## src/rtl/c2f_writer_if.sv

```systemverilog
// c2f_writer_if: CPU->FPGA TLP receive stream plus the RAM write port of the C2F writer
interface c2f_writer_if #(
  parameter int IDX_W = 3,
  parameter int OFF_W = 4
);
  logic [63:0]      rxData;
  logic             rxValid;
  logic             rxSOP;
  logic             rxEOP;
  logic             rxReady;
  logic             wrEnable;
  logic [7:0]       wrByteMask;
  logic [IDX_W-1:0] wrPtrIndex;
  logic [OFF_W-1:0] wrOffset;
  logic [63:0]      wrData;
  modport master (
    output rxData, rxValid, rxSOP, rxEOP,
    input  rxReady, wrEnable, wrByteMask, wrPtrIndex, wrOffset, wrData
  );
  modport slave (
    input  rxData, rxValid, rxSOP, rxEOP,
    output rxReady, wrEnable, wrByteMask, wrPtrIndex, wrOffset, wrData
  );
endinterface

```

## src/rtl/c2f_writer.sv

```systemverilog
// c2f_writer: decodes MWr TLPs into chunked RAM writes and commits full chunks; dropCount port under `ifdef C2F_DROP_COUNT_EN
module c2f_writer #(
  parameter int CHUNK_BYTES = 128,
  parameter int N_CHUNKS    = 8,
  localparam int IDX_W = $clog2(N_CHUNKS),
  localparam int OFF_W = $clog2(CHUNK_BYTES / 8),
  localparam int PTR_W = IDX_W + OFF_W
) (
  input  logic             sysClk,
  input  logic             sysRst_n,
  c2f_writer_if.slave      rx,
  input  logic [IDX_W-1:0] rdIndex,
  output logic [IDX_W-1:0] wrIndex,
  output logic             c2fFull
`ifdef C2F_DROP_COUNT_EN
  ,
  output logic [31:0]      dropCount
`endif
);
  typedef enum logic [1:0] {IDLE, HDR2, DATA, DISCARD} state_t;
  state_t           state_q, state_d;
  logic [9:0]       len_q, len_d, rem_q, rem_d;
  logic [3:0]       fbe_q, fbe_d, lbe_q, lbe_d;
  logic             is4_q, is4_d, first_q, first_d, rdy_q;
  logic [PTR_W-1:0] ptr_q, ptr_d;
  logic             we_q, we_d;
  logic [7:0]       mask_q, mask_d;
  logic [IDX_W-1:0] wptr_q, wptr_d, wri_q, wri_d, idx;
  logic [OFF_W-1:0] woff_q, woff_d, off;
  logic [63:0]      wdat_q, wdat_d;
  logic [PTR_W+2:0] addr_lo;
  logic [7:0]       fmt;
  logic             beat, is_mwr, drop, commit;
`ifdef C2F_DROP_COUNT_EN
  logic [31:0]      dcnt_q, dcnt_d;
  assign dropCount = dcnt_q;
`endif
  assign beat    = rx.rxValid & rdy_q;
  assign fmt     = rx.rxData[31:24];
  assign is_mwr  = fmt == 8'h40 || fmt == 8'h60;
  assign addr_lo = is4_q ? rx.rxData[PTR_W+34:32] : rx.rxData[PTR_W+2:0];
  assign idx     = ptr_q[PTR_W-1:OFF_W];
  assign off     = ptr_q[OFF_W-1:0];
  assign c2fFull = wri_q + IDX_W'(1) == rdIndex;
  // a chunk is committed but unread, or it is the open chunk while the ring is full
  assign drop    = (idx - rdIndex < wri_q - rdIndex) || (idx == wri_q && c2fFull);
  // commit is taken from the registered write so it lands one cycle after the RAM write
  assign commit  = we_q && (&woff_q) && wptr_q == wri_q;
  assign wrIndex        = wri_q;
  assign rx.rxReady     = rdy_q;
  assign rx.wrEnable    = we_q;
  assign rx.wrByteMask  = mask_q;
  assign rx.wrPtrIndex  = wptr_q;
  assign rx.wrOffset    = woff_q;
  assign rx.wrData      = wdat_q;
  // next state: TLP decode, address tracking, RAM write generation and commit
  always_comb begin
    state_d = state_q;
    len_d   = len_q;
    rem_d   = rem_q;
    fbe_d   = fbe_q;
    lbe_d   = lbe_q;
    is4_d   = is4_q;
    first_d = first_q;
    ptr_d   = ptr_q;
    we_d    = 1'b0;
    mask_d  = mask_q;
    wptr_d  = wptr_q;
    woff_d  = woff_q;
    wdat_d  = wdat_q;
    wri_d   = commit ? wri_q + IDX_W'(1) : wri_q;
`ifdef C2F_DROP_COUNT_EN
    dcnt_d  = dcnt_q;
`endif
    if (beat) begin
      if (state_q == IDLE || (rx.rxSOP && (state_q == DATA || state_q == DISCARD))) begin
        if (rx.rxSOP) begin
          state_d = rx.rxEOP ? IDLE : is_mwr ? HDR2 : DISCARD;
          len_d   = rx.rxData[9:0];
          fbe_d   = rx.rxData[35:32];
          lbe_d   = rx.rxData[39:36];
          is4_d   = fmt == 8'h60;
        end
      end else if (state_q == HDR2) begin
        state_d = rx.rxEOP ? IDLE : (addr_lo[2:0] != 3'd0 || len_q[0]) ? DISCARD : DATA;
        ptr_d   = addr_lo[PTR_W+2:3];
        rem_d   = {len_q == 10'd0, len_q[9:1]};
        first_d = 1'b1;
      end else if (state_q == DATA) begin
        state_d = rx.rxEOP ? IDLE : DATA;
        we_d    = !drop;
        mask_d  = len_q == 10'd2 ? {lbe_q, fbe_q} : first_q ? {4'hF, fbe_q} :
                  rem_q == 10'd1 ? {lbe_q, 4'hF} : 8'hFF;
        wptr_d  = idx;
        woff_d  = off;
        wdat_d  = rx.rxData;
        ptr_d   = ptr_q + PTR_W'(1);
        rem_d   = rem_q - 10'd1;
        first_d = 1'b0;
`ifdef C2F_DROP_COUNT_EN
        dcnt_d  = (drop && !(&dcnt_q)) ? dcnt_q + 32'd1 : dcnt_q;
`endif
      end else begin
        state_d = rx.rxEOP ? IDLE : DISCARD;
      end
    end
  end
  // state registers; reset abandons any TLP in flight and holds off rxReady for one edge
  always_ff @(posedge sysClk or negedge sysRst_n) begin
    if (!sysRst_n) begin
      state_q <= IDLE;
      len_q   <= '0;
      rem_q   <= '0;
      fbe_q   <= '0;
      lbe_q   <= '0;
      is4_q   <= 1'b0;
      first_q <= 1'b0;
      ptr_q   <= '0;
      rdy_q   <= 1'b0;
      we_q    <= 1'b0;
      mask_q  <= '0;
      wptr_q  <= '0;
      woff_q  <= '0;
      wdat_q  <= '0;
      wri_q   <= '0;
`ifdef C2F_DROP_COUNT_EN
      dcnt_q  <= '0;
`endif
    end else begin
      state_q <= state_d;
      len_q   <= len_d;
      rem_q   <= rem_d;
      fbe_q   <= fbe_d;
      lbe_q   <= lbe_d;
      is4_q   <= is4_d;
      first_q <= first_d;
      ptr_q   <= ptr_d;
      rdy_q   <= 1'b1;
      we_q    <= we_d;
      mask_q  <= mask_d;
      wptr_q  <= wptr_d;
      woff_q  <= woff_d;
      wdat_q  <= wdat_d;
      wri_q   <= wri_d;
`ifdef C2F_DROP_COUNT_EN
      dcnt_q  <= dcnt_d;
`endif
    end
  end
endmodule

```

## src/flat_wrapper.sv

```systemverilog
// flat-port wrapper written by rule: the top's interface ports become plain ports
module c2f_writer_flat 
#(
  parameter int CHUNK_BYTES = 128,
  parameter int N_CHUNKS    = 8,
  localparam int IDX_W = $clog2(N_CHUNKS),
  localparam int OFF_W = $clog2(CHUNK_BYTES / 8),
  localparam int PTR_W = IDX_W + OFF_W
)
  (sysClk, sysRst_n, rdIndex, wrIndex, c2fFull, rx_rxData, rx_rxValid, rx_rxSOP, rx_rxEOP, rx_rxReady, rx_wrEnable, rx_wrByteMask, rx_wrPtrIndex, rx_wrOffset, rx_wrData);
  c2f_writer_if rx_i ();
  input  logic sysClk;
  input  logic sysRst_n;
  input  logic [IDX_W-1:0] rdIndex;
  output logic [IDX_W-1:0] wrIndex;
  output logic c2fFull;
  input wire logic [$bits(rx_i.rxData)-1:0] rx_rxData;
  input wire logic [$bits(rx_i.rxValid)-1:0] rx_rxValid;
  input wire logic [$bits(rx_i.rxSOP)-1:0] rx_rxSOP;
  input wire logic [$bits(rx_i.rxEOP)-1:0] rx_rxEOP;
  output wire logic [$bits(rx_i.rxReady)-1:0] rx_rxReady;
  output wire logic [$bits(rx_i.wrEnable)-1:0] rx_wrEnable;
  output wire logic [$bits(rx_i.wrByteMask)-1:0] rx_wrByteMask;
  output wire logic [$bits(rx_i.wrPtrIndex)-1:0] rx_wrPtrIndex;
  output wire logic [$bits(rx_i.wrOffset)-1:0] rx_wrOffset;
  output wire logic [$bits(rx_i.wrData)-1:0] rx_wrData;
  assign rx_i.rxData = rx_rxData;
  assign rx_i.rxValid = rx_rxValid;
  assign rx_i.rxSOP = rx_rxSOP;
  assign rx_i.rxEOP = rx_rxEOP;
  assign rx_rxReady = rx_i.rxReady;
  assign rx_wrEnable = rx_i.wrEnable;
  assign rx_wrByteMask = rx_i.wrByteMask;
  assign rx_wrPtrIndex = rx_i.wrPtrIndex;
  assign rx_wrOffset = rx_i.wrOffset;
  assign rx_wrData = rx_i.wrData;
  c2f_writer #(.CHUNK_BYTES(CHUNK_BYTES), .N_CHUNKS(N_CHUNKS)) u_core (.sysClk(sysClk), .sysRst_n(sysRst_n), .rx(rx_i), .rdIndex(rdIndex), .wrIndex(wrIndex), .c2fFull(c2fFull));
endmodule
```

## config.mk

```make
export PLATFORM = sky130hd
export DESIGN_NAME = c2f_writer_flat
export DESIGN_NICKNAME = d
export VERILOG_FILES = /design/src/rtl/c2f_writer_if.sv /design/src/rtl/c2f_writer.sv /design/src/flat_wrapper.sv
export SDC_FILE = /design/constraint.sdc
export NUM_CORES = 1
export LEC_CHECK = 0
export CORE_UTILIZATION = 43
export DETAILED_ROUTE_END_ITERATION = 12
export PLACE_DENSITY_LB_ADDON = 0.05
export SLEW_MARGIN = 10
export SYNTH_ARGS = -nofsm -noshare
export SYNTH_HDL_FRONTEND = slang
export SYNTH_SLANG_ARGS = --single-unit
```

## constraint.sdc

```tcl
create_clock -name sysClk -period 1.9 [get_ports sysClk]
set_input_delay 0.285 -clock sysClk [delete_from_list [all_inputs] [get_ports sysClk]]
set_output_delay 0.285 -clock sysClk [all_outputs]
set_load 0.03 [all_outputs]
```

; ---- Word-level counts from Yosys, hierarchy flattened
; Cells that the tools add are included.
[word_totals]
reg_bits = 123
[classes]
add_sub_neg = 5
order_cmp = 1
eq_ne = 11
n_mux = 24
n_bitwise = 3
n_reduce_logical = 19
[ops]
columns = operator, count
row1 = 2-to-1 mux 10 bit, 3
row2 = 2-to-1 mux 8 bit, 3
row3 = 2-to-1 mux 2 bit, 9
row4 = "== test 8 x 7 -> 1 bit, second input constant", 2
row5 = 2-to-1 mux 7 bit, 2
row6 = "== test 10 x 1 -> 1 bit, second input constant", 1
row7 = "== test 10 x 2 -> 1 bit, second input constant", 1
row8 = zero test 10 bit, 1
row9 = "subtractor 10 x 1 -> 10 bit, second input constant", 1
row10 = == test 3 bit, 3
row11 = AND reduction 4 bit, 2
row12 = "adder 7 x 1 -> 7 bit, second input constant", 1
row13 = 2-to-1 mux 1 bit, 7
row14 = AND reduction 3 bit, 2
row15 = subtractor 3 bit, 2
row16 = logical OR 1 bit, 5
row17 = "== test 2 bit, second input constant", 2
row18 = logical AND 1 bit, 4
row19 = "adder 3 x 1 -> 3 bit, second input constant", 1
row20 = less-than comparator 3 bit, 1
row21 = nonzero test 3 bit, 1
row22 = "== test 2 x 1 -> 1 bit, second input constant", 1
row23 = zero test 2 bit, 1
row24 = "inequality test 2 bit, second input constant", 1
row25 = 5 further kinds, 6

; ---- Logic depth before layout (Yosys ltp)
[depth]
word_depth = 9
depth_mapped = 9
depth_no_buf = 9

; ---- Worst setup path before layout
; No wires, ideal clock.
[synth_timing]
path_type = flip-flop to flip-flop
startpoint = register u_core.wri_q[0], in the netlist u_core.wrIndex[0]
endpoint = register u_core.we_q, in the netlist u_core.rx.wrEnable
arrival_time_ps = 1917
required_time_ps = 1771
slack_ps = -146
path_stages_with_launch = 10
n_path_buf = 0
synth_period_minus_slack_ps = 2046
cell_sequence = dfrtp_1 > inv_1 > ha_1 > inv_1 > fa_1 > inv_1 > ha_1 > a21o_1 > a21oi_1 > nor3b_1
[synth_between]
elab_chain_len = 9
[synth_rtl]
columns = element, line_no
row1 = start: declaration, c2f_writer.sv:28  ; logic [IDX_W-1:0] wptr_q, wptr_d, wri_q, wri_d, idx;
row2 = start signal: assignment, c2f_writer.sv:144  ; wri_q <= wri_d;
row3 = branches (longest 3 deep; another with subtractor 3 bit), --
row4 = logical OR 1 bit *, c2f_writer.sv:46  ; assign drop = (idx - rdIndex < wri_q - rdIndex) || (idx == wri_q && c2fFull);
row5 = zero test 1 bit *, c2f_writer.sv:91  ; we_d = !drop;
row6 = 2-to-1 mux 1 bit *, c2f_writer.sv:89  ; end else if (state_q == DATA) begin
row7 = 2-to-1 mux 1 bit *, c2f_writer.sv:84  ; end else if (state_q == HDR2) begin
row8 = 2-to-1 mux 1 bit *, c2f_writer.sv:76  ; if (state_q == IDLE || (rx.rxSOP && (state_q == DATA || state_q == DISCARD))) begin
row9 = 2-to-1 mux 1 bit *, c2f_writer.sv:75  ; if (beat) begin
row10 = named net u_core.we_d, c2f_writer.sv:26  ; logic we_q, we_d;
row11 = end signal: assignment, c2f_writer.sv:139  ; we_q <= we_d;
row12 = end: declaration, c2f_writer.sv:26
; Mark *: on every way through the listed nets, which the timed path passes.
; A chain may end at the register's enable or synchronous reset.

; ---- Worst setup path after layout
[layout_timing]
startpoint = register u_core.wri_q[0], in the netlist u_core.wrIndex[0]
endpoint = output c2fFull
[layout_between]
elab_chain_len = 2
[layout_rtl]
columns = element, line_no
row1 = adder 3 x 1 -> 3 bit, c2f_writer.sv:44  ; assign c2fFull = wri_q + IDX_W'(1) == rdIndex;
row2 = == test 3 bit, c2f_writer.sv:44
row3 = end: declaration, flat_wrapper.sv:16  ; output logic c2fFull;
; No other way between the ends.

==> summary.md <==
| Metric | Value |
|---|---|
| Die Ht | ~120 um |
| Nets | between 700 and 800 |
| GRT overflow | 0 |
| Average cell area after synthesis | about 13 um2 |
| Place WS | -376 ps |
| Worst Max-Slew Pin Slew | approximately 550 ps |
| Crit path max fanout | 3 |
| Initial antenna violation count | 0 |
| Yosys cell types | 48 |
| Top cells by count, synth | dfrtp_1, mux2_2, o21ai_0 |
| Worst setup SP type | flop |
| Vias in the first global route | between 4k and 5k |
| Post-DP HPWL | approximately 9400 um |
| Num CTS Buffers | 17 |
| DR vias/cell | 5.20 |
| Lkg Pwr | between 3 and 4 nW |
| Core Area | 12,600 um2 |
| Critical path's slowest cell | dfrtp_2 |
| Syn_nets | approximately 520 |
| Share of layout cells above drive strength 1 | 28.2% |
| Io pins | 157 |
| Max-cap violations | 0 |
| FF+latch count, synth | 123 |
| Most frequent cell after synthesis | dfrtp_1 |
| CP required | about 1600 ps |
| DR iter-0 viols | 154 |
| Die area | approximately 13,000 um2 |
| Sequential-to-total area share from yosys stat | a little under three fifths |
| Crit Path Category | reg -> out |
| Area after DPL | 7510 um2 |
| VDD IR-drop max | between 0.0008 and 0.0009 V |
| H-tree depth | 4 |
| Avg WL per Cell | between 15 and 20 um |
| Cell Area, Synth | around 5500 um2 |
| Final period util | 102% |
| Final hold vios | 0 |
| Worst Path Arrival | roughly 1700 ps |
| CP Depth | 5 |
| Top_reg_cell synth | dfrtp_1 |
| Final setup violating endpoints | 16 |
| Slew HR | 63.0% |
| Post-synth ARST share | 100% |
| Pwr dens | 1380 nW/um2 |
| Clock latency on the worst-skew pair | approximately 420 ps |
| Period minus WS final | between 1500 and 2000 ps |
| Drt total wl | 14,200 um |
| Number of synthesized flops with an enable pin | 0 |
| Status | finished, violations left |
| Critical path's top delay family | flip-flops |
| First-pass GRT wire length | between 20,000 and 25,000 um |
| Synth warnings | 0 |
| Final GP Congestion | between 0.8 and 0.9 |
| Clock tree buffer depth | 2 |
| Failing checks | setup timing |
| Rows | about 40 |
| GRT Overall Usage | a little over a fifth |
| Slowest stage delay, CP | a little over 400 ps |
| Worst hold path type | in -> async |
| Synth area leader | dfrtp_1 |
| Worst Reg2Reg Path Length in Cells | 6 |
| Detail Route Antenna Nets | 0 |
| Cell count after synthesis | ~440 |
| WP buf/inv | 2 |
| Unrepaired setup endpoints after global routing | yes |
| Vias | roughly 4.3k |
| Fmax | 516 MHz |
| Clock slew at reported path FFs | about 50 ps |
| CTS Root Cell | clkbuf_16 |
| Final Max Tran Viols | 0 |
| Die Span X | between 100 and 150 um |
| Clk sinks | 123 |
| Crit end category | primary output |
| Worst Skew | about 8 ps |
| Design area | roughly 8500 um2 |
| Hold_ws | roughly 210 ps |
| N_diodes | 0 |
| P&R area growth vs syn | 53.9% |
| Synth top area cells | dfrtp_1, mux2_2, o21ai_0 |
| CP Cell Sequence | buf_6 -> ha_4 -> xor2_2 -> nor3_2 -> buf_4 |
| IO buf count | roughly 160 |
| Share of the synthesized area in the top cell type | between 50% and 60% |
| Largest net degree at the start of global routing | 62 |
| CTS tree | yes |
| DR DRC count | 0 |
| Initial Utilization | 44.0% |
| Setup ws final | -39.8 ps |
| Initial DRT Pass Iterations | 4 |
[routing by layer]
metal  vias to the layer above  track usage [%]  part of all wire (%)
li1                       1979                -                     -
met1                      2130             25.0                    41
met2                       140             36.2                    50
met3                        19             8.79                   6.9
met4                         0             8.48                   1.6
met5                         -                0                     0
[cells in the final DEF (no fill, tap or decap), drive strengths merged, types with 3 or more instances in the layout]
master / instances
bufinv: 3
nand2: 14
ha: 10
mux2i: 5
a22oi: 5
o2bb2ai: 4
o21ai: 26
nand3: 9
a21oi: 10
mux2: 92
dfrtp: 123
clkdlybuf4s50: 152
nor2: 20
nor4: 9
clkbuf: 27
clkinv: 5
buf: 40
nor3: 9
xnor2: 8
nor2b: 4
or3: 4
a31oi: 6
inv: 17
o22a: 5
nand2b: 4
xor2: 6
[where the power goes]
part	switching [mW]	leakage, nW	internal (mW)	total, mW
clock network	1.11	0.298	2.15	3.26
registers	0.554	1.57	3.45	4.00
logic	2.30	1.85	2.20	4.50
[final timing paths]
check                                   from                      end  slack [ps]
min in group sysClk            rx_rxData[23]     u_core.rx.wrData[23]         480
setup / recovery           u_core.wrIndex[0]                  c2fFull         -40
max in group asynchronous           sysRst_n        u_core.state_q[0]        1150
hold / removal                      sysRst_n     u_core.rx.wrData[62]         210
setup reg to reg           u_core.state_q[1]     u_core.rx.wrData[35]         -20
hold reg to reg              u_core.fbe_q[2]  u_core.rx.wrByteMask[2]         480
[repair_timing]
action / CTS / global route
hold endpoints to repair: 123 / 0
pin swaps: 1 / 2
setup buffers: 0 / 5
gates cloned: 1 / 3
resized for setup: 13 / 54
endpoints found under the setup margin: 49 / 77
hold buffers: 1 / 0
[flip-flops by register name (all words and copies together), names as in the netlist, 2 cells and up]
register,cells
u_core.lbe_q,4
u_core.rx.wrOffset,4
u_core.rem_q,10
u_core.len_q,10
u_core.fbe_q,4
u_core.state_q,2
u_core.ptr_q,7
u_core.rx.wrData,64
u_core.rx.wrByteMask,8
u_core.rx.wrPtrIndex,3
u_core.wrIndex,3
[logic make-up (layout without fill, tap and decap cells)]
family	after synthesis	count (layout)	share of synthesized area [%]
flip-flops	123	123	55.6
other	1	1	0.0678
AND/OR/NAND/NOR	84	84	7.85
XOR/XNOR	14	14	2.22
AO/OA/AOI/OAI	71	71	8.64
buffers and inverters	37	247	2.96
multiplexers	97	97	19.6
adder cells (fa/ha/maj)	12	12	2.99
[cell type report]
class / instances / area, um2
clock buffer: 24 / 482
clock inverter: 8 / 115
fill: 962 / 4060
inverter: 17 / 63.8
multi-input combinational: 279 / 2530
sequential: 123 / 3080
tap: 172 / 215
timing repair buffer: 198 / 2030
[metrics by stage]
| step | util, % | power, mW | TNS, ps | cells |
|---|---|---|---|---|
| final | 67.7 | 11.8 | -215 | 821 |
| after global routing | 67.7 | 12.4 | -3890 | 821 |
| after CTS | 65.2 | 11.6 | -126 | 813 |
| after detailed placement | 59.8 | 8.29 | -27550 | 779 |
| after global placement | 59.8 | 8.18 | -22960 | 779 |
| after floorplan | - | 6.36 | -78.2 | 439 |
(Power assumes the default switching activity.)
